$ cat src/rtl/div_pkg.sv
// div_pkg: shared types and constants for the sequential divider.
//   state_t   : FSM states IDLE -> RUN -> FIX -> DONE
//   MODE_*    : ctrl[1:0] sign-mode encodings, shared with the multiplier
//   DIV_WIDTH : default operand/result width
package div_pkg;

  localparam int DIV_WIDTH = 32;

  // 2'b01 behaves like MODE_SS (both operands signed).
  localparam logic [1:0] MODE_SS = 2'b00;
  localparam logic [1:0] MODE_SU = 2'b10;
  localparam logic [1:0] MODE_UU = 2'b11;

  typedef enum logic [1:0] {
    IDLE = 2'd0,
    RUN  = 2'd1,
    FIX  = 2'd2,
    DONE = 2'd3
  } state_t;

endpackage

$ cat src/rtl/div_seq_if.sv
// div_seq_if: request/response bundle of the sequential divider.
//   start, a, b, ctrl                          : requester -> divider
//   quotient, remainder, busy, done, div_by_zero : divider -> requester
//
// Handshake: start is a request sampled only while the divider is idle
// (busy=0); there is no back-pressure and a start seen while busy is
// dropped. done is a one-cycle pulse; quotient/remainder/div_by_zero are
// valid from that cycle and hold until the next done or a reset.
interface div_seq_if
  import div_pkg::*;
#(
  parameter int WIDTH = DIV_WIDTH
);
  logic             start;
  logic [WIDTH-1:0] a;
  logic [WIDTH-1:0] b;
  logic [4:0]       ctrl;
  logic [WIDTH-1:0] quotient;
  logic [WIDTH-1:0] remainder;
  logic             busy;
  logic             done;
  logic             div_by_zero;

  modport master (
    output start, a, b, ctrl,
    input  quotient, remainder, busy, done, div_by_zero
  );

  modport slave (
    input  start, a, b, ctrl,
    output quotient, remainder, busy, done, div_by_zero
  );
endinterface

$ cat src/rtl/div_seq_bkadder.sv
// bkadder: Brent-Kung parallel-prefix adder, sum = a + b + cin.
//   a, b : N-bit operands (N must be a power of two)
//   cin  : carry in
//   sum  : N-bit sum
//   cout : carry out of the MSB
module bkadder #(
  parameter int N = 32
) (
  input  logic [N-1:0] a,
  input  logic [N-1:0] b,
  input  logic         cin,
  output logic [N-1:0] sum,
  output logic         cout
);
  localparam int L = $clog2(N);

  // Stage 0 holds bit generate/propagate; stages 1..L are the up-sweep,
  // stages L+1..2L-1 the down-sweep. After the last stage g_s[.][i] is the
  // carry out of bit i (cin is folded into bit 0's generate).
  logic [N-1:0] g_s [0:2*L-1];
  logic [N-1:0] p_s [0:2*L-1];
  logic [N-1:0] g0;
  logic [N-1:0] carry;

  assign g0       = a & b;
  assign p_s[0]   = a ^ b;
  assign g_s[0]   = {g0[N-1:1], g0[0] | (p_s[0][0] & cin)};

  for (genvar l = 1; l <= L; l++) begin : g_up
    for (genvar i = 0; i < N; i++) begin : g_bit
      if (((i + 1) % (1 << l)) == 0) begin : g_comb
        assign g_s[l][i] = g_s[l-1][i] | (p_s[l-1][i] & g_s[l-1][i-(1<<(l-1))]);
        assign p_s[l][i] = p_s[l-1][i] & p_s[l-1][i-(1<<(l-1))];
      end else begin : g_pass
        assign g_s[l][i] = g_s[l-1][i];
        assign p_s[l][i] = p_s[l-1][i];
      end
    end
  end

  for (genvar d = 1; d < L; d++) begin : g_down
    localparam int LV = L - d;
    for (genvar i = 0; i < N; i++) begin : g_bit
      if ((i >= (1 << LV)) && (((i + 1) % (1 << LV)) == (1 << (LV - 1)))) begin : g_comb
        assign g_s[L+d][i] = g_s[L+d-1][i] | (p_s[L+d-1][i] & g_s[L+d-1][i-(1<<(LV-1))]);
        assign p_s[L+d][i] = p_s[L+d-1][i] & p_s[L+d-1][i-(1<<(LV-1))];
      end else begin : g_pass
        assign g_s[L+d][i] = g_s[L+d-1][i];
        assign p_s[L+d][i] = p_s[L+d-1][i];
      end
    end
  end

  assign carry = g_s[2*L-1];
  assign sum   = p_s[0] ^ {carry[N-2:0], cin};
  assign cout  = carry[N-1];
endmodule

$ cat src/rtl/div_seq.sv
// div_seq: iterative restoring divider, one quotient bit per clock.
//   clk, rst : clock, synchronous active-high reset
//   bus      : div_seq_if slave (start/a/b/ctrl in; quotient/remainder/
//              busy/done/div_by_zero out)
//   state_o  : current FSM state, for observation
// Start accepted at edge N gives done high after edge N+WIDTH+2.
module div_seq
  import div_pkg::*;
#(
  parameter int WIDTH = DIV_WIDTH
) (
  input  logic        clk,
  input  logic        rst,
  div_seq_if.slave    bus,
  output state_t      state_o
);
  localparam int CW = $clog2(WIDTH);

  state_t           state_q, state_d;
  logic [CW-1:0]    count_q, count_d;
  logic [WIDTH-1:0] rem_q, rem_d;     // partial remainder, later fixed remainder
  logic [WIDTH-1:0] dvd_q, dvd_d;     // dividend shifting out / quotient shifting in
  logic [WIDTH-1:0] dvs_q, dvs_d;     // divisor magnitude
  logic             negq_q, negq_d;
  logic             negr_q, negr_d;
  logic             dz_q, dz_d;
  logic [WIDTH-1:0] quot_q, quot_d;
  logic [WIDTH-1:0] rmdr_q, rmdr_d;
  logic             busy_q, busy_d;
  logic             done_q, done_d;
  logic             dbz_q, dbz_d;

  logic             sign_a, sign_b;
  logic [WIDTH-1:0] abs_a, abs_b;
  logic [WIDTH-1:0] rem_sh, diff;
  logic             cout, sub_ok;

  assign sign_a = (bus.ctrl[1:0] != MODE_UU) && bus.a[WIDTH-1];
  assign sign_b = (bus.ctrl[1:0] != MODE_UU) && (bus.ctrl[1:0] != MODE_SU) && bus.b[WIDTH-1];
  assign abs_a  = sign_a ? (~bus.a + WIDTH'(1)) : bus.a;
  assign abs_b  = sign_b ? (~bus.b + WIDTH'(1)) : bus.b;

  // The shifted remainder is WIDTH+1 bits wide; its top bit is rem_q's MSB.
  // When that bit is set the trial subtraction cannot borrow, and the true
  // difference still fits in WIDTH bits because it is below the divisor.
  assign rem_sh = {rem_q[WIDTH-2:0], dvd_q[WIDTH-1]};
  assign sub_ok = rem_q[WIDTH-1] | cout;

  bkadder #(.N(WIDTH)) u_sub (
    .a    (rem_sh),
    .b    (~dvs_q),
    .cin  (1'b1),
    .sum  (diff),
    .cout (cout)
  );

  always_ff @(posedge clk) begin
    if (rst) begin
      state_q <= IDLE;
      count_q <= '0;
      rem_q   <= '0;
      dvd_q   <= '0;
      dvs_q   <= '0;
      negq_q  <= 1'b0;
      negr_q  <= 1'b0;
      dz_q    <= 1'b0;
      quot_q  <= '0;
      rmdr_q  <= '0;
      busy_q  <= 1'b0;
      done_q  <= 1'b0;
      dbz_q   <= 1'b0;
    end else begin
      state_q <= state_d;
      count_q <= count_d;
      rem_q   <= rem_d;
      dvd_q   <= dvd_d;
      dvs_q   <= dvs_d;
      negq_q  <= negq_d;
      negr_q  <= negr_d;
      dz_q    <= dz_d;
      quot_q  <= quot_d;
      rmdr_q  <= rmdr_d;
      busy_q  <= busy_d;
      done_q  <= done_d;
      dbz_q   <= dbz_d;
    end
  end

  always_comb begin
    state_d = state_q;
    count_d = count_q;
    rem_d   = rem_q;
    dvd_d   = dvd_q;
    dvs_d   = dvs_q;
    negq_d  = negq_q;
    negr_d  = negr_q;
    dz_d    = dz_q;
    quot_d  = quot_q;
    rmdr_d  = rmdr_q;
    busy_d  = busy_q;
    done_d  = 1'b0;
    dbz_d   = dbz_q;

    case (state_q)
      IDLE: begin
        if (bus.start) begin
          state_d = RUN;
          count_d = '0;
          rem_d   = '0;
          dvd_d   = abs_a;
          dvs_d   = abs_b;
          negq_d  = sign_a ^ sign_b;
          negr_d  = sign_a;
          dz_d    = (bus.b == '0);
          busy_d  = 1'b1;
        end
      end
      RUN: begin
        rem_d   = sub_ok ? diff : rem_sh;
        dvd_d   = {dvd_q[WIDTH-2:0], sub_ok};
        count_d = count_q + CW'(1);
        if (count_q == CW'(WIDTH - 1)) state_d = FIX;
      end
      FIX: begin
        // With a zero divisor every trial succeeds, so the magnitude
        // quotient is all ones and the magnitude remainder is |a|;
        // re-applying a's sign to it restores a unmodified.
        if (dz_q) dvd_d = '1;
        else      dvd_d = negq_q ? (~dvd_q + WIDTH'(1)) : dvd_q;
        rem_d   = negr_q ? (~rem_q + WIDTH'(1)) : rem_q;
        state_d = DONE;
      end
      DONE: begin
        quot_d  = dvd_q;
        rmdr_d  = rem_q;
        dbz_d   = dz_q;
        done_d  = 1'b1;
        busy_d  = 1'b0;
        state_d = IDLE;
      end
      default: state_d = IDLE;
    endcase
  end

  assign bus.quotient    = quot_q;
  assign bus.remainder   = rmdr_q;
  assign bus.busy        = busy_q;
  assign bus.done        = done_q;
  assign bus.div_by_zero = dbz_q;
  assign state_o         = state_q;
endmodule
$ cat src/flat_wrapper.sv
// flat-port wrapper written by rule: the top's interface ports become plain ports
module div_seq_flat import div_pkg::*;
#(
  parameter int WIDTH = DIV_WIDTH
)
  (clk, rst, state_o, bus_start, bus_a, bus_b, bus_ctrl, bus_quotient, bus_remainder, bus_busy, bus_done, bus_div_by_zero);
  div_seq_if #(.WIDTH(WIDTH)) bus_i ();
  input  logic clk;
  input  logic rst;
  output state_t state_o;
  input wire logic [$bits(bus_i.start)-1:0] bus_start;
  input wire logic [$bits(bus_i.a)-1:0] bus_a;
  input wire logic [$bits(bus_i.b)-1:0] bus_b;
  input wire logic [$bits(bus_i.ctrl)-1:0] bus_ctrl;
  output wire logic [$bits(bus_i.quotient)-1:0] bus_quotient;
  output wire logic [$bits(bus_i.remainder)-1:0] bus_remainder;
  output wire logic [$bits(bus_i.busy)-1:0] bus_busy;
  output wire logic [$bits(bus_i.done)-1:0] bus_done;
  output wire logic [$bits(bus_i.div_by_zero)-1:0] bus_div_by_zero;
  assign bus_i.start = bus_start;
  assign bus_i.a = bus_a;
  assign bus_i.b = bus_b;
  assign bus_i.ctrl = bus_ctrl;
  assign bus_quotient = bus_i.quotient;
  assign bus_remainder = bus_i.remainder;
  assign bus_busy = bus_i.busy;
  assign bus_done = bus_i.done;
  assign bus_div_by_zero = bus_i.div_by_zero;
  div_seq #(.WIDTH(WIDTH)) u_core (.clk(clk), .rst(rst), .bus(bus_i), .state_o(state_o));
endmodule
$ cat config.mk
export PLATFORM = sky130hd
export DESIGN_NAME = div_seq_flat
export DESIGN_NICKNAME = d
export VERILOG_FILES = /design/src/rtl/div_pkg.sv /design/src/rtl/div_seq_if.sv /design/src/rtl/div_seq_bkadder.sv /design/src/rtl/div_seq.sv /design/src/flat_wrapper.sv
export SDC_FILE = /design/constraint.sdc
export NUM_CORES = 1
export LEC_CHECK = 0
export BUFFER_PORTS_ARGS = -buffer_cell sky130_fd_sc_hd__buf_4
export CAP_MARGIN = 40
export CORE_ASPECT_RATIO = 0.75
export CORE_MARGIN = 2
export CORE_UTILIZATION = 24
export CTS_BUF_LIST = sky130_fd_sc_hd__clkbuf_2 sky130_fd_sc_hd__clkbuf_4 sky130_fd_sc_hd__clkbuf_8
export CTS_CLUSTER_DIAMETER = 50
export DETAILED_ROUTE_END_ITERATION = 10
export SYNTH_ARGS = -nofsm -noshare
export SYNTH_HDL_FRONTEND = slang
export SYNTH_SLANG_ARGS = --single-unit
$ cat constraint.sdc
create_clock -name clk -period 6.6 [get_ports clk]
set_input_delay 1.98 -clock clk [delete_from_list [all_inputs] [get_ports clk]]
set_output_delay 1.98 -clock clk [all_outputs]
set_load 0.01 [all_outputs]
==> impl_metrics.csv, run 1 <==
group,metric,value,unit
timing,finalHoldViolations,0,
worst_setup_path,arrival,4.48,ns
clock_tree,cts_buffer_depth,2,
die,io_pins,141,
global_routing,grt_remaining_overflow,0,
clock_tree,ctsResizeCount,0,
timing,fmax,242.7,MHz
synth,synth_top_family_by_area,"compound AO/OA/AOI/OAI gates",
detailed_routing,drtPass1Iterations,5,
worst_setup_path,path_class,"input port to flop",
detailed_routing,drt-total-wl,34820,µm
timing,tightest_slew,0.8942,ns
worst_setup_path,reg2reg_to,"u_core.rem_q[23]",
clock_tree,htreeDepth,4,
synth,synthMuxAreaShare,9.051,%
power,internal-power,2.474,mW
synth,synth_xor_area_share,6.892,%
worst_setup_path,critPathRequiredTime,6.96,ns
min_path,hold_depth,2,
layout,final_core_util,28.81,%
min_path,hp-start,"u_core.negr_q",
min_path,whs_endpoint,"u_core.negr_q",
synth,ys_warn_count,0,
synth,netlist.area_leader.share,30.97,%
synth,synth_area,11180,µm²
synth,syn_inst,1383,
global_routing,grt_max_degree,72,
power,power.leakage,4.954,nW
power,p_per_area,336.1,nW/µm²
clock_tree,numCtsBuffers,17,
clock_tree,holdBufCountCts,0,
status,status,"finished clean",
clock_tree,clk_latency,0.50,ns
detailed_routing,wire_per_inst,16.53,µm
detailed_routing,route.detailed.drc,0,
synth,synth-edff-count,0,
detailed_routing,vias_per_cell,4.927,
place,placement.io_buffers,137,
timing,finalSetupTns,0,ns
worst_setup_path,cpMaxStageDelayCell,"nand2_1",
power,switching_share,44.51,%
place,place_inst,2073,
die,die_y,190.9,µm
flow_run,cap_violations,0,
power,power_frac_seq,32.5,%
synth,synth-simple-area-share,19.41,%
worst_setup_path,rrSetupSlack,3.08,ns
place,gp_congestion,0.8909,
die,rows,68,
synth,synth_compound_area_share,20.72,%
worst_setup_path,critPathMaxStageDelay,0.65,ns
layout,instances_no_fill,2107,
clock_tree,clock-sinks,173,
synth,ys.flop_type,"dfxtp_1",
detailed_routing,drt_iter0_markers,668,
die,fp.dieW,253.3,µm
die,start_util,24.30,%
timing,slew_violations,0,
synth,synthAdderAreaFrac,7.451,%
worst_setup_path,cp-end-kind,"flop",
worst_setup_path,crit_chain,"buf_4 -> clkinv_1 -> nand2_1 -> o41ai_1 -> a221oi_1 -> o31ai_1",
power,p_comb_share,47.0,%
timing,holdWs,0.4652,ns
min_path,hold_class,"flop to flop",
synth,synth_top_cell_by_area,"dfxtp_1",
global_routing,antenna_found_initial,0,
synth,syn_area_per_cell,8.086,µm²
die,die_area,48360,µm²
synth,synthTopCellsByArea,"dfxtp_1 (31%), mux2i_1 (8.1%), nor2_1 (6.2%), ha_1 (4.6%), o21ai_0 (4.3%)",
synth,synth.most_common_cell,"nor2_1",
timing,min_period,4.120,ns
detailed_routing,ant_nets,0,
power,peakVddDrop,0.1600,mV
timing,slew-limit-headroom,40.22,%
place,hpwl,25560,µm
layout,nets,1591,
worst_setup_path,cp_max_fo,71,
power,clockPowerShare,20.5,%
detailed_routing,vias,10382,
synth,synth_seq_cells,173,
layout,syn2layout_area_growth,18.59,%
synth,synthTopCellsByCount,"nor2_1 (186), dfxtp_1 (173), nand2_1 (97), o21ai_0 (95), mux2i_1 (91)",
timing,skew,0.02142,ns
power,netSwitchingPower,1.984,mW
global_routing,grt_util_all_layers,14.33,%
timing,setup_viol,0,
clock_tree,clk_transition_reported_paths,0.11,ns
global_routing,grt_first_pass_wirelength,54760,µm
layout,post_route_cells_drive_above_1_share,15.05,%
place,dpl_cell_area,12790,µm²
clock_tree,cts_tree,"yes",
die,core-area,46030,µm²
synth,synth_cell_types,81,
timing,rsz0062_at_grt,"false",
global_routing,grt_pass1_vias,9712,
worst_setup_path,r2r-start,"u_core.rem_q[10]",
clock_tree,cts_setup_buffers,0,
synth,ys_async_sr_fraction,0,%
synth,seq_area_frac_synth,30.97,%
worst_setup_path,r2r_cells,12,
worst_setup_path,critPathLaunchType,"input port",
synth,synthesis.nets,1512,
timing,period_share,62.42,%
layout,fin_area,13260,µm²
clock_tree,cts-root-buf,"clkbuf_8",
[power groups by stage]
stage                     Clock, mW  Sequential, mW  Combinational [mW]
after detailed placement          0            1.47                2.08
after global routing          0.970            1.48                2.33
after CTS                     0.933            1.45                2.09
final                         0.914            1.45                2.09
after floorplan                   0            1.34                1.63
after global placement            0            1.46                2.02
[registers in the layout, indices dropped and copies added (netlist names), 2 cells and up]
name	flops
u_core.count_q	5
u_core.dvd_q	32
u_core.bus.remainder	32
u_core.rem_q	32
u_core.state_o	2
u_core.dvs_q	32
u_core.bus.quotient	32
[cell type report]
cell class                 instances  area (µm²)
clock buffer                      18       241.5
sequential                       173        3463
antenna                            2       5.005
timing repair buffer             151        1146
inverter                          68       255.2
fill                            4922       32770
multi-input combinational       1051        7137
tap                              630       788.3
clock inverter                    14       226.5
[worst max-delay path: cells and delay by family]
family,cells,cell delay [ns]
buf+inv,2,1.18
simple gates,1,0.65
compound gates,3,0.64
[per-layer routing]
metal | global-route usage (%) | wire [µm] | share of wire (%)
met1 | 20.58 | 17380 | 50
met4 | 3.983 | 518 | 1.5
met2 | 21.01 | 14700 | 42
met5 | 0 | 0 | 0
met3 | 3.622 | 2218 | 6.4
[worst max-delay path by stage]
stage                     startpoint               end  cells after the start  slack [ns]
final                            rst  u_core.rem_q[14]                      6        2.48
after global routing             rst  u_core.rem_q[14]                      6        2.30
after CTS                        rst  u_core.rem_q[14]                      6        2.50
after detailed placement         rst  u_core.rem_q[14]                      6        1.96
after global placement           rst  u_core.rem_q[14]                      6        2.01
after floorplan            bus_b[12]  u_core.dvs_q[21]                      6        2.60
[placed cells by master, fill, tap and decap left out, types with 8 or more instances in the layout]
master,n
a21oi_1,76
a31oi_1,14
nand2_1,97
nand4_1,8
dfxtp_1,173
o31ai_1,12
mux2_2,9
or4_1,8
and3_1,8
or3_1,22
xnor2_1,39
a21o_1,15
nor3_1,38
a211oi_1,37
nor2_1,186
o221ai_1,16
ha_1,40
clkbuf_8,17
o21ai_0,95
mux2i_1,91
buf_4,150
xor2_1,49
nand3_1,26
inv_1,67
fa_1,16
o211ai_1,15
[through the flow]
| stage | setup slack [ns] | total power, mW |
|---|---|---|
| floorplan | 2.605 | 2.968 |
| global placement | 2.006 | 3.485 |
| detailed placement | 1.957 | 3.549 |
| CTS | 2.504 | 4.467 |
| global route | 2.298 | 4.784 |
| finish | 2.480 | 4.457 |
[kinds of logic after synthesis]
group,after synthesis
AO/OA/AOI/OAI,353
XOR/XNOR,88
adder cells (fa/ha/maj),57
buffers and inverters,159
flip-flops,173
multiplexers,100
AND/OR/NAND/NOR,453
Power figures use the tool's default switching activity.
==> run 2: changes to the inputs <==
- clock period: 6.6 -> 3.5 ns (I/O delays scaled with it)
==> run 2 against run 1 <==
Critical endpoint is now u_core.rem_q[27]. First-iteration DRC count grew 38%. Count of clock-buffer cells in the layout did not move. Register-to-register slack worse by 2.8 ns. Flip-flop and latch count unchanged. Clock power up 89%. Highest routed layer unchanged. Core utilization increased by 0.66 points. Largest power group unchanged. Non-clock buffer count grew 35. Setup slack worse by 2.2 ns. Critical path depth grew 9.
==> impl_metrics.csv, run 2 (same netlist as run 1, synthesis figures left out) <==
group,metric,value,unit
layout,final_core_util,29.47,%
detailed_routing,ant_nets,0,
worst_setup_path,arrival,3.59,ns
min_path,hold_class,"flop to flop",
global_routing,grt_remaining_overflow,0,
detailed_routing,wire_per_inst,16.59,µm
place,dpl_cell_area,13080,µm²
global_routing,antenna_found_initial,0,
place,placement.io_buffers,137,
clock_tree,clk_latency,0.48,ns
power,power.total,8.555,mW
worst_setup_path,rrSetupSlack,0.28,ns
die,core-area,46030,µm²
layout,post_route_cells_drive_above_1_share,17.35,%
die,die_y,190.9,µm
worst_setup_path,crit_start,"u_core.dvd_q[31]",
place,hpwl,26470,µm
detailed_routing,vias,10395,
global_routing,grt_util_all_layers,14.62,%
place,gp_congestion,0.9246,
worst_setup_path,path_class,"flop to flop",
timing,setup_viol,0,
layout,mostFrequentLayoutCells,"nor2_1 (186), buf_4 (183), dfxtp_1 (172)",
worst_setup_path,r2r_cells,15,
worst_setup_path,critPathLaunchType,"flop",
global_routing,grt_max_degree,72,
clock_tree,cts_buffer_depth,2,
die,start_util,24.30,%
die,die_area,48360,µm²
status,status,"finished clean",
clock_tree,clock-sinks,173,
layout,instances_no_fill,2140,
detailed_routing,drt-total-wl,35510,µm
timing,setup_slack,0.2823,ns
layout,nets,1626,
layout,fin_area,13570,µm²
timing,slew-limit-headroom,44.29,%
timing,tightest_slew,0.8326,ns
worst_setup_path,critPathRequiredTime,3.87,ns
die,fp.dieW,253.3,µm
timing,slew_violations,0,
layout,final_common_cell,"nor2_1",
worst_setup_path,r2r-start,"u_core.dvd_q[31]",
timing,holdWs,0.4846,ns
die,rows,68,
timing,period_share,91.93,%
timing,fmax,310.8,MHz
detailed_routing,drtPass1Iterations,5,
clock_tree,clk_transition_reported_paths,0.11,ns
timing,finalHoldViolations,0,
worst_setup_path,cp-end-kind,"flop",
power,peakVddDrop,0.3797,mV
clock_tree,htreeDepth,4,
clock_tree,cts-root-buf,"clkbuf_8",
power,p_per_area,630.7,nW/µm²
power,power.leakage,5.153,nW
timing,finalSetupTns,0,ns
worst_setup_path,cp_max_fo,3,
timing,min_period,3.218,ns
worst_setup_path,endpoint,"u_core.rem_q[27]",
layout,syn2layout_area_growth,21.30,%
detailed_routing,drt_iter0_markers,923,
detailed_routing,vias_per_cell,4.857,
layout,antenna_cells,0,
worst_setup_path,reg2reg_to,"u_core.rem_q[27]",
timing,rsz0062_at_grt,"false",
flow_run,cap_violations,0,
timing,skew,0.01830,ns
global_routing,grt_first_pass_wirelength,56040,µm
place,place_inst,2108,
detailed_routing,route.detailed.drc,0,
clock_tree,numCtsBuffers,17,
global_routing,grt_pass1_vias,9780,
die,io_pins,141,
clock_tree,cts_tree,"yes",
place,dp_slack,0.1190,ns
run 2: worst min-delay path by stage:
stage	start	endpoint	slack (ns)	cells after the start
finish	u_core.negr_q	u_core.negr_q	0.48	2
global placement	u_core.negr_q	u_core.negr_q	0.47	2
detailed placement	u_core.negr_q	u_core.negr_q	0.47	2
global route	u_core.negr_q	u_core.negr_q	0.51	2
floorplan	u_core.negr_q	u_core.negr_q	0.44	2
CTS	u_core.negr_q	u_core.negr_q	0.49	2
run 2: layer usage:
metal / track usage [%] / part of all wire, % / up-vias
met5: 0 / 0 / -
met4: 3.482 / 1.1 / 0
met3: 3.758 / 6.9 / 32
met2: 21.35 / 42 / 288
met1: 21.25 / 50 / 4907
li1: - / - / 5168
run 2: area by class of cell:
type	instances	area, µm²
clock buffer	18	241.5
inverter	68	255.2
timing repair buffer	186	1434
fill	4832	32460
sequential	173	3465
multi-input combinational	1051	7153
tap	630	788.3
clock inverter	14	229.0
run 2: worst max-delay path, stage by stage, from the launching register on:
cell	delay [ns]
dfxtp_1	0.32
inv_1	0.07
ha_1	0.14
inv_1	0.05
fa_1	0.43
a211oi_2	0.23
o211ai_1	0.17
a32oi_1	0.21
o21a_2	0.22
nand2b_1	0.11
a21o_1	0.18
a21o_1	0.18
fa_1	0.38
xor2_1	0.17
mux2i_1	0.14
o221ai_1	0.12
run 2: repair_timing:
action | in CTS | in global routing
resized for setup | 0 | 5
endpoints found under the setup margin | 0 | 7
endpoints found under the hold margin | 0 | 0
hold buffers | 0 | 0
setup buffers | 0 | 0
run 2: report_power, final:
part,leakage (nW),internal [mW],switching [mW]
clock,0.231,0.876,0.851
combinational,3.51,1.62,2.52
sequential,1.41,2.28,0.411
==> run 3: changes to the inputs <==
- CORE_UTILIZATION: 24 -> 55
- PLACE_DENSITY: unset -> 0.79
==> run 3 against run 2 <==
Power is 3.2% lower. Critical path type unchanged. Global-route usage increased by 15 points. Wire length is 10% lower. Flip-flop and latch count is the same. Die area shrank 56%. Sequential power about the same. Design area shrank 4.2%. Combinational power about the same. Non-clock buffer count fell by 4.
==> impl_metrics.csv, run 3 (same netlist as run 1, synthesis figures left out) <==
group,metric,value,unit
detailed_routing,vias,10802,
timing,slew-limit-headroom,49.59,%
worst_setup_path,critPathRequiredTime,3.87,ns
clock_tree,ctsResizeCount,0,
clock_tree,clock-sinks,173,
clock_tree,clk_latency,0.49,ns
worst_setup_path,cp_max_fo,3,
global_routing,grt_remaining_overflow,0,
die,start_util,55.64,%
timing,fmax,291.1,MHz
timing,holdWs,0.4741,ns
die,io_pins,141,
die,die_area,21500,µm²
worst_setup_path,rrSetupSlack,0.07,ns
min_path,whs_endpoint,"u_core.negr_q",
timing,rsz0062_at_grt,"true",
die,fp.dieW,168.7,µm
timing,skew,0.01180,ns
worst_setup_path,r2r-start,"u_core.dvd_q[31]",
layout,post_route_cells_drive_above_1_share,17.13,%
die,die_y,127.5,µm
layout,mostFrequentLayoutCells,"nor2_1 (186), buf_4 (179), dfxtp_1 (173)",
layout,nets,1622,
place,placement.io_buffers,137,
layout,final_common_cell,"nor2_1",
clock_tree,cts_setup_buffers,0,
global_routing,grt_pass1_vias,9829,
global_routing,met1_usage,45.52,%
place,hpwl,22800,µm
detailed_routing,route.detailed.drc,0,
clock_tree,numCtsBuffers,17,
power,peakVddDrop,0.3475,mV
detailed_routing,ant_nets,0,
worst_setup_path,critPathLaunchType,"flop",
power,power.leakage,5.099,nW
worst_setup_path,crit_chain,"inv_1 -> ha_1 -> inv_1 -> fa_1 -> a211oi_2 -> o211ai_1 -> a32oi_1 -> o21a_2 -> nand2b_1 -> a21o_1 -> a21o_1 -> fa_1 -> xor2_1 -> mux2i_1 -> o221ai_1",
die,rows,45,
worst_setup_path,critPathMaxStageDelay,0.42,ns
timing,period_share,98.14,%
layout,antenna_cells,0,
detailed_routing,drt-total-wl,31930,µm
clock_tree,clk_transition_reported_paths,0.10,ns
timing,setup_slack,0.06506,ns
global_routing,grt_first_pass_wirelength,51200,µm
global_routing,met3_usage,6.599,%
timing,tightest_slew,0.7533,ns
flow_run,cap_violations,0,
timing,setup_viol,0,
detailed_routing,vias_per_cell,6.124,
clock_tree,cts_tree,"yes",
place,dp_slack,0.08890,ns
timing,min_period,3.435,ns
detailed_routing,wire_per_inst,18.10,µm
power,p_per_area,636.9,nW/µm²
global_routing,met2_usage,40.14,%
worst_setup_path,r2r_cells,15,
global_routing,busiest_layer,"met1",
global_routing,grt_max_degree,61,
clock_tree,htreeDepth,4,
clock_tree,holdBufCountCts,0,
min_path,hp-start,"u_core.negr_q",
global_routing,antenna_found_initial,0,
place,gp_congestion,0.9202,
min_path,hold_depth,2,
die,core-area,20100,µm²
worst_setup_path,cp-end-kind,"flop",
worst_setup_path,path_class,"flop to flop",
layout,syn2layout_area_growth,16.25,%
worst_setup_path,reg2reg_to,"u_core.rem_q[27]",
worst_setup_path,arrival,3.80,ns
clock_tree,cts_buffer_depth,2,
clock_tree,cts-root-buf,"clkbuf_8",
worst_setup_path,cp_num_buf_inv,2,
timing,finalHoldViolations,0,
detailed_routing,drt_iter0_markers,1267,
worst_setup_path,cpMaxStageDelayCell,"fa_1",
worst_setup_path,critical-path-top-delay-family,"compound AO/OA/AOI/OAI gates",
timing,slew_violations,0,
min_path,hold_class,"flop to flop",
status,status,"finished clean",
global_routing,grt_util_all_layers,29.57,%
detailed_routing,drtPass1Iterations,5,
## run 3: cell types whose count changed in the layout (fill, tap and decap cells not counted), moves of 2 or more
cell and change:
inv_6 -2, buf_12 -2, clkinv_2 +3, buf_16 +2, bufinv_16 -4, buf_4 -4
clkinv_4 +2
## run 3: worst max path at each step
stage / startpoint / endpoint / slack, ns / depth (start not counted)
floorplan: bus_b[12] / u_core.dvs_q[21] / 0.43 / 6
detailed placement: u_core.dvd_q[31] / u_core.rem_q[27] / 0.09 / 15
global placement: u_core.dvd_q[31] / u_core.rem_q[27] / 0.16 / 15
CTS: u_core.dvd_q[31] / u_core.rem_q[27] / 0.04 / 15
global route: u_core.dvd_q[31] / u_core.rem_q[27] / -0.14 / 15
finish: u_core.dvd_q[31] / u_core.rem_q[27] / 0.07 / 15
## run 3: per-stage QoR
step	cell area (µm²)	power [mW]	setup TNS (ns)	instances	utilization, %
6_report	13000	8.280	0	1764	64.67
5_1_grt	13000	8.814	-0.1436	1764	64.67
4_1_cts	12980	8.152	0	1764	64.58
3_5_place_dp	12600	6.734	0	1732	62.67
3_3_place_gp	12540	6.544	0	1730	62.40
2_1_floorplan	11180	5.596	0	1383	-
## run 3: layer usage
| layer | part of all wire [%] | wire length (µm) | vias to the layer above |
|---|---|---|---|
| met5 | 0 | 0 | - |
| met4 | 2.3 | 739 | 0 |
| met3 | 10 | 3195 | 67 |
| met2 | 40 | 12880 | 532 |
| met1 | 47 | 15110 | 5048 |
| li1 | - | - | 5155 |
## run 3: cell type report
| cell class | count | area (µm²) |
|---|---|---|
| well taps | 258 | 322.8 |
| repair buffers | 182 | 1419 |
| clock inverters | 14 | 135.1 |
| flip-flops and latches | 173 | 3463 |
| multi-input cells | 1051 | 7157 |
| fillers | 1724 | 7101 |
| clock buffers | 18 | 247.7 |
| inverters | 68 | 255.2 |
## run 3: where the power goes
group          switching (mW)  internal, mW  leakage, nW
Sequential              0.441          2.28         1.41
Combinational            2.56          1.59         3.50
Clock                   0.822         0.596        0.194
## run 3: tightest hold or removal path, stage by stage (launching register included)
cell and delay [ns]:
dfxtp_1 0.32, nand2_1 0.06, a21oi_1 0.06
